`config.mk`:
```
export PLATFORM = sky130hd
export DESIGN_NAME = if_id_stage_reg
export DESIGN_NICKNAME = d
export VERILOG_FILES = /design/src/rtl/if_id_pkg.sv /design/src/rtl/if_id_stage_reg_sat_counter.sv /design/src/rtl/if_id_stage_reg.sv
export SDC_FILE = /design/constraint.sdc
export NUM_CORES = 1
export LEC_CHECK = 0
export ABC_AREA = 0
export ABC_CLOCK_PERIOD_IN_PS = 6800
export BUFFER_PORTS_ARGS = -buffer_cell sky130_fd_sc_hd__clkbuf_2
export CORE_MARGIN = 2
export CORE_UTILIZATION = 40
export DETAILED_ROUTE_END_ITERATION = 10
export PLACE_DENSITY_LB_ADDON = 0.08
export SYNTH_ARGS = -nofsm -noshare
export SYNTH_HDL_FRONTEND = slang
export SYNTH_SLANG_ARGS = --single-unit
```
`constraint.sdc`:
```
create_clock -name clk -period 6.8 [get_ports clk]
set_input_delay 0 -clock clk [delete_from_list [all_inputs] [get_ports clk]]
set_output_delay 0 -clock clk [all_outputs]
set_load 0.05 [all_outputs]
```
`src/rtl/if_id_pkg.sv`:
```
// Shared types for the IF->ID stage register: payload layout, occupancy states
// and the default bubble instruction.
package if_id_pkg;

    localparam logic [31:0] DEFAULT_NOP_INST = 32'h0000_0000;

    typedef struct packed {
        logic [31:0] pc_plus_4;
        logic [31:0] inst;
    } if_id_payload_t;

    typedef enum logic [1:0] {
        EMPTY = 2'd0,
        ONE   = 2'd1,
        FULL  = 2'd2
    } if_id_state_e;

endpackage

```
`src/rtl/if_id_stage_reg_sat_counter.sv`:
```
// Saturating up-counter used for the stage's performance-debug statistics.
// Sticks at all-ones instead of wrapping.
module sat_counter #(
    parameter int W = 16
) (
    input  logic         clk,
    input  logic         rst,
    input  logic         inc,
    output logic [W-1:0] count
);

    always_ff @(posedge clk or posedge rst) begin
        if (rst) begin
            count <= '0;
        end else if (inc && (count != {W{1'b1}})) begin
            count <= count + 1'b1;
        end
    end

endmodule

```
`src/rtl/if_id_stage_reg.sv`:
```
// IF->ID pipeline register with valid/ready handshake, optional skid entry
// (registered in_ready), flush-to-bubble and saturating stall/flush counters.
module if_id_stage_reg
    import if_id_pkg::*;
#(
    parameter int                PC_W     = 32,
    parameter int                INST_W   = 32,
    parameter logic [INST_W-1:0] NOP_INST = INST_W'(DEFAULT_NOP_INST),
    parameter int                SKID     = 1,
    parameter int                CNT_W    = 16
) (
    input  logic              clk,
    input  logic              rst,
    input  logic              flush,
    input  logic              in_valid,
    output logic              in_ready,
    input  logic [PC_W-1:0]   in_pc_plus_4,
    input  logic [INST_W-1:0] in_inst,
    output logic              out_valid,
    input  logic              out_ready,
    output logic [PC_W-1:0]   out_pc_plus_4,
    output logic [INST_W-1:0] out_inst,
    output logic [CNT_W-1:0]  stall_cycles,
    output logic [CNT_W-1:0]  flush_count
);

    typedef struct packed {
        logic [PC_W-1:0]   pc_plus_4;
        logic [INST_W-1:0] inst;
    } payload_t;

    if_id_state_e state_p1;
    if_id_state_e state_d;
    payload_t     main_p1;
    payload_t     skid_p1;
    payload_t     in_pay;
    logic         in_ready_p1;
    logic         vld_p1;
    logic         in_fire;
    logic         out_fire;
    logic         main_ld_in;
    logic         main_ld_skid;
    logic         skid_ld;
    logic         stall_inc;

    assign in_pay   = {in_pc_plus_4, in_inst};
    assign vld_p1   = (state_p1 != EMPTY);
    // Without a skid entry the only room for a new beat is the one leaving this cycle.
    assign in_ready = (SKID != 0) ? in_ready_p1 : (!vld_p1 || out_ready);
    assign in_fire  = in_valid && in_ready;
    assign out_fire = vld_p1 && out_ready;

    // ---- stage boundary: occupancy state ----
    always_ff @(posedge clk or posedge rst) begin
        if (rst) begin
            state_p1    <= EMPTY;
            in_ready_p1 <= 1'b1;
        end else begin
            state_p1    <= state_d;
            in_ready_p1 <= (state_d != FULL);
        end
    end

    always_comb begin
        state_d      = state_p1;
        main_ld_in   = 1'b0;
        main_ld_skid = 1'b0;
        skid_ld      = 1'b0;
        if (flush) begin
            state_d = EMPTY;
        end else begin
            case (state_p1)
                EMPTY: begin
                    if (in_fire) begin
                        state_d    = ONE;
                        main_ld_in = 1'b1;
                    end
                end
                ONE: begin
                    if (in_fire && out_fire) begin
                        main_ld_in = 1'b1;
                    end else if (in_fire && (SKID != 0)) begin
                        state_d = FULL;
                        skid_ld = 1'b1;
                    end else if (out_fire) begin
                        state_d = EMPTY;
                    end
                end
                FULL: begin
                    if (out_fire) begin
                        state_d      = ONE;
                        main_ld_skid = 1'b1;
                    end
                end
                default: state_d = EMPTY;
            endcase
        end
    end

    // ---- stage boundary: payload entries (qualified by state, so no reset) ----
    always_ff @(posedge clk) begin
        if (main_ld_in) begin
            main_p1 <= in_pay;
        end else if (main_ld_skid) begin
            main_p1 <= skid_p1;
        end
        if (skid_ld) begin
            skid_p1 <= in_pay;
        end
    end

    always_comb begin
        out_valid     = vld_p1;
        out_pc_plus_4 = '0;
        out_inst      = NOP_INST;
        if (vld_p1) begin
            out_pc_plus_4 = main_p1.pc_plus_4;
            out_inst      = main_p1.inst;
        end
    end

    assign stall_inc = vld_p1 && !out_ready && !flush;

    sat_counter #(.W(CNT_W)) u_stall_cnt (
        .clk   (clk),
        .rst   (rst),
        .inc   (stall_inc),
        .count (stall_cycles)
    );

    sat_counter #(.W(CNT_W)) u_flush_cnt (
        .clk   (clk),
        .rst   (rst),
        .inc   (flush),
        .count (flush_count)
    );

endmodule

```
==> flow_metrics.py, run 1 <==
metrics = {
    "global_routing": {
        "grt_max_degree": 67,
        "grt_pass1_wl_mm": 22.1,
        "antenna_found_initial": 0,
        "gr-usage-all-layers_pct": 16.0,
        "overflow": 0,
        "grt_pass1_vias": 4318,
    },
    "clock_network": {
        "post_cts_buffers": 0,
        "h-tree-depth": 4,
        "cts_sinks": 163,
        "cts.repair.resized": 0,
        "clockBufferDepth": 2,
        "path_clk_slew_ps": 60,
        "hold_buffers": 67,
        "cts_buffers": 17,
        "root_buffer": "clkbuf_16",
        "insertion_delay_ps": 420,
        "cts_tree": "yes",
    },
    "logic_synthesis": {
        "syn_inst": 420,
        "yosysMostFrequentCell": "edfxtp_1",
        "ys_top_cells_by_count": "edfxtp_1 (128), and2_1 (66), mux2_2 (64), dfrtp_1 (34), xnor2_1 (24)",
        "synth_area_per_cell_um2": 16.0,
        "yosysSeqAreaShare_pct": 70.2,
        "synth_ff_type": "edfxtp_1",
        "async_flop_share_pct": 21.5,
        "yosys_warnings": 0,
        "synthDistinctLibCells": 34,
        "syn_area_mm2": 0.00673,
        "synth_area_leaders": "edfxtp_1 (57%), dfrtp_1 (13%), mux2_2 (11%)",
        "synth_area_leader_cell": "edfxtp_1",
        "ys_ff_latch": 163,
        "yosysTopAreaCellShare_pct": 57.1,
        "synth_nets": 491,
        "synth_edf_count": 128,
    },
    "status": {
        "status": "finished clean",
    },
    "floorplan": {
        "fp.dieArea_mm2": 0.0179,
        "core.rowCount": 47,
        "die_h_um": 134,
        "die_x_um": 134,
        "boundaryPins": 167,
        "core_mm2": 0.0165,
        "start_util_pct": 40.7,
    },
    "cells_and_area": {
        "fillers": 1431,
        "fin_cells": 894,
        "layout-drive-gt1-share_pct": 39.8,
        "antennaDiodeCount": 0,
        "nets": 732,
        "seq_area_mm2": 0.00472,
        "post-route-cell-area_mm2": 0.00898,
        "syn_to_final_growth_pct": 33.5,
        "multi_input_area_mm2": 0.00190,
    },
    "worst_setup_path": {
        "path_class": "reg -> reg",
        "crit_cells": 6,
        "end_kind": "flop",
        "r2r_slack_ps": 4400,
        "critPathBufInv": 1,
        "arrival_ps": 2570,
        "worst_path_max_delay_cell": "buf_4",
        "critPathLaunchType": "flop",
        "r2r_end": "main_p1[51]$_DFFE_PP_",
        "cp_cell_sequence": "nand2_1 -> nor2_1 -> nand2_1 -> nor2_4 -> buf_4 -> mux2_2",
        "crit_path_frequent_cell": "nand2_1",
        "crit_path_end": "main_p1[51]$_DFFE_PP_",
        "reg2reg_depth": 6,
        "timing.rr.start": "in_ready$_DFF_PP1_",
        "critPathTopFamily": "buffers and inverters",
        "critPathMaxFanout": 64,
        "required_ps": 6970,
        "max_stage_delay_ps": 700,
        "cp-startpoint": "in_ready$_DFF_PP1_",
    },
    "timing": {
        "setup_viol": 0,
        "rsz0062_at_grt": "no",
        "timing.final.crit_share_pct": 35.3,
        "hold_violations": 0,
        "relSlewSlack_pct": 39.0,
        "timing.setup.tns_ps": 0,
        "fmaxAchievable_mhz": 417,
        "layout_min_cycle_time_ps": 2400,
        "clock_skew_ps": 7.71,
        "whs_ps": 61.1,
        "slew_viol_final": 0,
        "tightest_slew_ps": 915,
    },
    "pwr": {
        "peakVddDrop_v": 0.000238,
        "power_density_mw_per_mm2": 281,
        "total_power_mw": 2.52,
        "power.leakage_nw": 3.66,
    },
    "drt": {
        "avgRoutedWirePerCell_um": 15.6,
        "routed_wl_mm": 13.9,
        "num_vias": 4260,
        "drc": 0,
        "via_per_inst": 4.77,
        "ant_nets": 0,
        "drt_iter0_drc": 162,
        "drtPass1Iterations": 4,
    },
    "job": {
        "max_cap_viol_count": 0,
    },
    "worst_hold_path": {
        "hp-class": "in -> reg",
        "whs_path_depth": 5,
    },
    "placed_design": {
        "dpl.hpwl_mm": 8.47,
        "io_buffers": 166,
        "dp_cells": 795,
        "gp_congestion": 0.741,
        "place_area_mm2": 0.00777,
    },
}
final cells by class:
class,count,share of cell area (%)
Clock buffer,27,5.72
Clock inverter,5,0.292
Inverter,3,0.125
Multi-Input combinational cell,238,21.1
Sequential cell,163,52.5
Tap cell,220,3.06
Timing Repair Buffer,238,17.1
how the worst min path moves through the flow:
| stage | end | from | slack (ps) |
|---|---|---|---|
| global route | state_p1[0]$_DFF_PP0_ | in_valid | 70 |
| detailed placement | u_flush_cnt.count[13]$_DFFE_PP0P_ | rst | 110 |
| global placement | u_stall_cnt.count[8]$_DFFE_PP0P_ | rst | 110 |
| finish | state_p1[0]$_DFF_PP0_ | in_valid | 60 |
| floorplan | skid_p1[0]$_DFFE_PP_ | in_inst[0] | 100 |
| CTS | state_p1[0]$_DFF_PP0_ | in_valid | 40 |
tightest hold or removal path, stage by stage:
cell and delay, ps:
clkbuf_2 80, nand2_1 90, xnor2_1 130, o21a_1 110, nor2_1 40
stage by stage:
stage / utilization [%] / setup WS (ps)
6_report: 54.4 / 4400
3_3_place_gp: 47.0 / 4440
5_1_grt: 54.4 / 4250
4_1_cts: 54.4 / 4380
2_1_floorplan: - / 889
3_5_place_dp: 47.0 / 4380
cell usage in the layout (no fill, tap or decap), types with 6 or more instances in the layout:
master | synthesis | final
and2_1 | 66 | 66
clkbuf_16 | 0 | 18
mux2_2 | 64 | 64
clkbuf_1 | 7 | 6
nand2_1 | 17 | 17
clkbuf_2 | 0 | 166
nand4_1 | 12 | 12
nor2_1 | 8 | 8
nand3_1 | 11 | 11
edfxtp_1 | 128 | 128
dlygate4sd3_1 | 0 | 67
xor2_1 | 6 | 6
xnor2_1 | 24 | 24
dfrtp_1 | 34 | 34
per-layer routing:
| layer | vias up | wire [um] | GRT usage [%] | share of wire (%) |
|---|---|---|---|---|
| met5 | - | 0 | 0 | 0 |
| met1 | 2101 | 6060 | 19.8 | 44 |
| met2 | 115 | 6780 | 25.7 | 49 |
| met4 | 0 | 303 | 7.33 | 2.2 |
| met3 | 22 | 779 | 5.10 | 5.6 |
| li1 | 2022 | - | - | - |
sequential cells by signal (all words and copies together), names as in the netlist:
register / count
in_ready: 1
main_p1: 64
state_p1: 2
skid_p1: 64
u_stall_cnt.count: 16
u_flush_cnt.count: 16
cell families after synthesis:
family	count (synthesis)	synth area share, %
muxes	65	10.9
adders and majority gates	2	0.372
and+or+nand+nor	132	11.4
xor gates and xnor gates	30	3.90
buffers and inverters	19	1.97
DFF	163	70.2
AOI/OAI and AO/OA	9	1.30
where the power goes:
| part | switching [mW] | internal, mW |
|---|---|---|
| clock network | 0.362 | 0.516 |
| logic | 0.315 | 0.141 |
| registers | 0.0484 | 1.14 |
| total | 0.726 | 1.80 |
Note: power is estimated with default switching activity, not from simulation.
==> run 2: changes to the inputs <==
ABC_CLOCK_PERIOD_IN_PS = 1950   (was 6800)
clock period = 1.95 ns   (was 6.8 ns; I/O delays follow)
==> run 2 against run 1 <==
Register-to-register slack got worse by 4300 ps. Power increased to 3.5 times the previous value. Fmax increased by 28%. Critical path depth increased by 1. Clock skew increased by 9.2 ps. Routed wire length increased by 5.5%. Die area unchanged. Final cell count increased by 1.3%. Clock power increased to 3.4 times the previous value. Global-route usage increased by 1.0 points. First-iteration DRC count decreased by 2.5%. Critical endpoint is now main_p1[10]$_DFFE_PP_. Non-clock buffer count increased by 12.
==> flow_metrics.py, run 2 (same netlist as run 1, synthesis figures left out) <==
metrics = {
    "drt": {
        "drt_iter0_drc": 158,
        "drtPass1Iterations": 4,
        "routed_wl_mm": 14.7,
        "drc": 0,
        "ant_nets": 0,
        "avgRoutedWirePerCell_um": 16.2,
        "via_per_inst": 4.77,
        "num_vias": 4320,
    },
    "cells_and_area": {
        "layout_common_cells": "clkbuf_2 (163), edfxtp_1 (128), dlygate4sd3_1 (67), and2_1 (66), mux2_2 (64)",
        "syn_to_final_growth_pct": 37.3,
        "nets": 744,
        "fin_cells": 906,
        "top_regs": "main_p1: 64 flops, skid_p1: 64 flops",
        "fin_util_pct": 55.9,
        "antennaDiodeCount": 0,
        "layout-drive-gt1-share_pct": 42.1,
        "final_common_cell": "clkbuf_2",
    },
    "clock_network": {
        "cts_tree": "yes",
        "cts_buffers": 17,
        "clockBufferDepth": 2,
        "path_clk_slew_ps": 60,
        "root_buffer": "clkbuf_16",
        "cts_sinks": 163,
        "h-tree-depth": 4,
        "insertion_delay_ps": 430,
    },
    "global_routing": {
        "globalRouteMet3Util_pct": 4.91,
        "grt_busiest_layer": "met2",
        "gr-usage-all-layers_pct": 17.1,
        "grt_max_degree": 40,
        "overflow": 0,
        "antenna_found_initial": 0,
        "grt_pass1_vias": 4549,
        "met2_usage_pct": 28.0,
        "met1_usage_pct": 21.3,
        "grt_pass1_wl_mm": 23.6,
    },
    "pwr": {
        "power.internal_mw": 6.24,
        "clkPwrFrac_pct": 33.6,
        "peakVddDrop_v": 0.000637,
        "seqPwrFrac_pct": 47.3,
        "switchingPower_mw": 2.54,
        "power.leakage_nw": 3.75,
        "switching_share_pct": 29.0,
        "combinationalPowerShare_pct": 19.0,
        "power_density_mw_per_mm2": 951,
    },
    "placed_design": {
        "dpl.hpwl_mm": 9.18,
        "io_buffers": 166,
        "dp_cells": 801,
        "gp_congestion": 0.753,
    },
    "worst_setup_path": {
        "r2r_slack_ps": 70,
        "reg2reg_depth": 7,
        "arrival_ps": 2060,
        "required_ps": 2130,
        "crit_path_end": "main_p1[10]$_DFFE_PP_",
        "worst_path_max_delay_cell": "dfstp_2",
        "cp-startpoint": "in_ready$_DFF_PP1_",
        "cp_cell_sequence": "nand2_4 -> nor2_4 -> nand2_4 -> nor2_4 -> buf_6 -> clkbuf_16 -> mux2_2",
        "path_class": "reg -> reg",
        "r2r_end": "main_p1[10]$_DFFE_PP_",
        "critPathLaunchType": "flop",
        "timing.rr.start": "in_ready$_DFF_PP1_",
        "end_kind": "flop",
        "max_stage_delay_ps": 550,
        "critPathMaxFanout": 7,
    },
    "floorplan": {
        "boundaryPins": 167,
        "die_h_um": 134,
        "die_x_um": 134,
        "start_util_pct": 40.7,
        "core_mm2": 0.0165,
        "core.rowCount": 47,
        "fp.dieArea_mm2": 0.0179,
    },
    "timing": {
        "layout_min_cycle_time_ps": 1880,
        "timing.final.crit_share_pct": 96.4,
        "hold_violations": 0,
        "clock_skew_ps": 16.9,
        "fmaxAchievable_mhz": 532,
        "relSlewSlack_pct": 70.2,
        "whs_ps": 63.6,
        "tightest_slew_ps": 447,
        "setup_viol": 0,
        "slew_viol_final": 0,
    },
    "job": {
        "max_cap_viol_count": 0,
    },
    "worst_hold_path": {
        "hp-class": "in -> reg",
    },
    "status": {
        "status": "finished clean",
    },
}
==> run 2: worst min-delay path by stage <==
stage	from	to	slack [ps]	cells past startpoint
floorplan	in_inst[0]	skid_p1[0]$_DFFE_PP_	100	0
global placement	rst	u_stall_cnt.count[2]$_DFFE_PP0P_	110	3
detailed placement	rst	u_flush_cnt.count[12]$_DFFE_PP0P_	120	3
CTS	in_valid	state_p1[0]$_DFF_PP0_	60	5
global route	in_valid	state_p1[0]$_DFF_PP0_	80	5
finish	in_valid	state_p1[0]$_DFF_PP0_	60	5
==> run 2: layout make-up <==
| class | count | area (um2) |
|---|---|---|
| tap | 220 | 275 |
| clock inverter | 6 | 31.3 |
| clock buffer | 26 | 489 |
| fill | 1392 | 7290 |
| multi-input combinational | 238 | 1930 |
| timing repair buffer | 250 | 1770 |
| sequential | 163 | 4730 |
| inverter | 3 | 11.3 |
==> run 2: power by group through the flow <==
stage,sequential (mW),combinational (mW),clock (mW)
2_1_floorplan,4.54,0.766,0
3_3_place_gp,4.22,1.52,0
3_5_place_dp,4.23,1.53,0
4_1_cts,4.16,1.67,3.04
5_1_grt,4.18,1.77,3.21
6_report,4.16,1.67,2.96
==> run 2: layer usage <==
metal	routed length (um)	vias to the layer above
met5	0	-
met4	168	0
met3	816	14
met2	7530	110
met1	6170	2154
li1	-	2042
==> run 2: what timing repair did <==
item / in CTS / in global routing
hold buffers: 67 / 0
pin swaps: 1 / 3
endpoints found under the setup margin: 3 / 68
endpoints found under the hold margin: 166 / 0
resized for setup: 4 / 8
cloned: 1 / 2
setup buffers: 2 / 1
==> run 2: critical path, delay by kind of cell (launching register included) <==
kind	cells	cell delay [ps]
buffers and inverters	2	310
DFF	1	550
muxes	1	330
and+or+nand+nor	4	450
==> run 2: stage by stage <==
stage               setup slack [ps]  TNS, ps  power [mW]  cell area (um2)
floorplan                      -1020  -111890        5.31             6770
global placement                37.8        0        5.73             7910
detailed placement              6.91        0        5.76             7910
CTS                             5.65        0        8.87             9160
global route                  -0.735    -1.33        9.17             9240
finish                          70.8        0        8.78             9240
==> run 3: changes to the inputs <==
CTS_BUF_LIST = sky130_fd_sc_hd__clkbuf_4 sky130_fd_sc_hd__clkbuf_8 sky130_fd_sc_hd__clkbuf_16   (was unset)
HOLD_SLACK_MARGIN = 0.12   (was unset)
==> run 3 against run 2 <==
Register-to-register slack hardly changed. Flip-flop and latch count stayed put. Critical path depth stayed put. Largest cell class unchanged.
==> flow_metrics.py, run 3 (same netlist as run 1, synthesis figures left out) <==
metrics = {
    "status": {
        "status": "finished clean",
    },
    "placed_design": {
        "gp_congestion": 0.753,
        "io_buffers": 166,
        "dpl.hpwl_mm": 9.18,
    },
    "cells_and_area": {
        "antennaDiodeCount": 0,
        "layout_common_cells": "clkbuf_2 (163), edfxtp_1 (128), dlygate4sd3_1 (68), and2_1 (66), mux2_2 (64)",
        "nets": 743,
        "syn_to_final_growth_pct": 37.3,
        "fillers": 1391,
        "layout-drive-gt1-share_pct": 42.8,
        "final_common_cell": "clkbuf_2",
        "top_regs": "main_p1: 64 flops, skid_p1: 64 flops",
    },
    "worst_setup_path": {
        "path_class": "reg -> reg",
        "required_ps": 2120,
        "reg2reg_depth": 7,
        "r2r_slack_ps": 70,
        "critPathMaxFanout": 15,
        "arrival_ps": 2050,
        "critPathLaunchType": "flop",
        "timing.rr.start": "in_ready$_DFF_PP1_",
        "r2r_end": "main_p1[30]$_DFFE_PP_",
        "end_kind": "flop",
    },
    "floorplan": {
        "boundaryPins": 167,
        "die_x_um": 134,
        "core_mm2": 0.0165,
        "start_util_pct": 40.7,
        "fp.dieArea_mm2": 0.0179,
        "core.rowCount": 47,
        "die_h_um": 134,
    },
    "global_routing": {
        "gr-usage-all-layers_pct": 16.8,
        "grt_pass1_wl_mm": 23.3,
        "overflow": 0,
        "grt_pass1_vias": 4526,
        "antenna_found_initial": 0,
        "grt_max_degree": 40,
    },
    "timing": {
        "fmaxAchievable_mhz": 531,
        "setup_viol": 0,
        "timing.final.crit_share_pct": 96.5,
        "timing.setup.tns_ps": 0,
        "rsz0062_at_grt": "yes",
        "layout_min_cycle_time_ps": 1880,
        "slew_viol_final": 0,
        "whs_ps": 230,
        "clock_skew_ps": 11.9,
        "tightest_slew_ps": 456,
        "relSlewSlack_pct": 69.6,
        "hold_violations": 0,
    },
    "drt": {
        "via_per_inst": 4.76,
        "routed_wl_mm": 14.7,
        "num_vias": 4305,
        "drt_iter0_drc": 144,
        "drtPass1Iterations": 4,
        "avgRoutedWirePerCell_um": 16.2,
        "ant_nets": 0,
        "drc": 0,
    },
    "worst_hold_path": {
        "hp-class": "in -> async",
    },
    "clock_network": {
        "root_buffer": "clkbuf_16",
        "clockBufferDepth": 2,
        "insertion_delay_ps": 420,
        "cts_buffers": 17,
        "h-tree-depth": 4,
        "cts_tree": "yes",
        "cts_sinks": 163,
        "path_clk_slew_ps": 60,
    },
    "pwr": {
        "power.leakage_nw": 3.76,
        "power.internal_mw": 6.32,
        "seqPwrFrac_pct": 46.9,
        "clkPwrFrac_pct": 34.3,
        "power_density_mw_per_mm2": 959,
        "combinationalPowerShare_pct": 18.8,
        "peakVddDrop_v": 0.000635,
        "switchingPower_mw": 2.54,
        "switching_share_pct": 28.7,
    },
    "job": {
        "max_cap_viol_count": 0,
    },
}
## run 3: power by group through the flow
stage,clock network (mW),logic [mW],registers [mW]
final,3.04,1.66,4.16
after detailed placement,0,1.53,4.23
after floorplan,0,0.766,4.54
after CTS,3.12,1.65,4.16
after global placement,0,1.52,4.22
after global routing,3.29,1.77,4.18
## run 3: worst max path at each step
stage                          startpoint                    end  slack [ps]
finish                 in_ready$_DFF_PP1_  main_p1[30]$_DFFE_PP_          70
global route           in_ready$_DFF_PP1_  main_p1[30]$_DFFE_PP_         -10
CTS                 state_p1[0]$_DFF_PP0_       out_pc_plus_4[4]          10
detailed placement     in_ready$_DFF_PP1_  main_p1[33]$_DFFE_PP_           7
global placement       in_ready$_DFF_PP1_  main_p1[33]$_DFFE_PP_          40
floorplan              in_ready$_DFF_PP1_   skid_p1[0]$_DFFE_PP_       -1020
## run 3: area by class of cell
class,count,area (um2),share of cell area (%)
Multi-Input combinational cell,238,1930,20.9
Clock inverter,6,31.3,0.339
Inverter,3,11.3,0.122
Sequential cell,163,4730,51.2
Clock buffer,26,512,5.54
Tap cell,220,275,2.98
Timing Repair Buffer,249,1750,19.0
## run 3: layer usage
metal | vias up | part of all wire, % | routed length [um] | global-route usage (%)
met2 | 123 | 51 | 7400 | 28.1
li1 | 2041 | - | - | -
met4 | 0 | 1.3 | 195 | 6.80
met5 | - | 0 | 0 | 0
met1 | 2122 | 42 | 6220 | 20.6
met3 | 19 | 5.7 | 828 | 4.91
## run 3: stage by stage
| step | setup slack [ps] | power (mW) | instance area, um2 | instances | util (%) |
|---|---|---|---|---|---|
| final | 68.3 | 8.86 | 9240 | 905 | 55.9 |
| after global routing | -13.3 | 9.24 | 9240 | 905 | 55.9 |
| after global placement | 37.8 | 5.73 | 7910 | 801 | 47.9 |
| after floorplan | -1020 | 5.31 | 6770 | 420 | - |
| after CTS | 13.9 | 8.93 | 9140 | 901 | 55.3 |
| after detailed placement | 6.91 | 5.76 | 7910 | 801 | 47.9 |
## run 3: critical path: stages (launching register included)
cell and delay (ps):
dfstp_2 530, nand2_2 80, nor2_4 130, nand2_4 80, nor2_4 130, buf_12 150
buf_12 170, mux2_2 360
## run 3: timing repair
action | 4_1_cts | 5_1_grt
hold buffers | 68 | 0
endpoints found under the hold margin | 168 | 0
gates cloned | 0 | 2
pin swaps | 0 | 2
setup buffers | 0 | 2
resized for setup | 1 | 8
setup endpoints to repair | 3 | 96
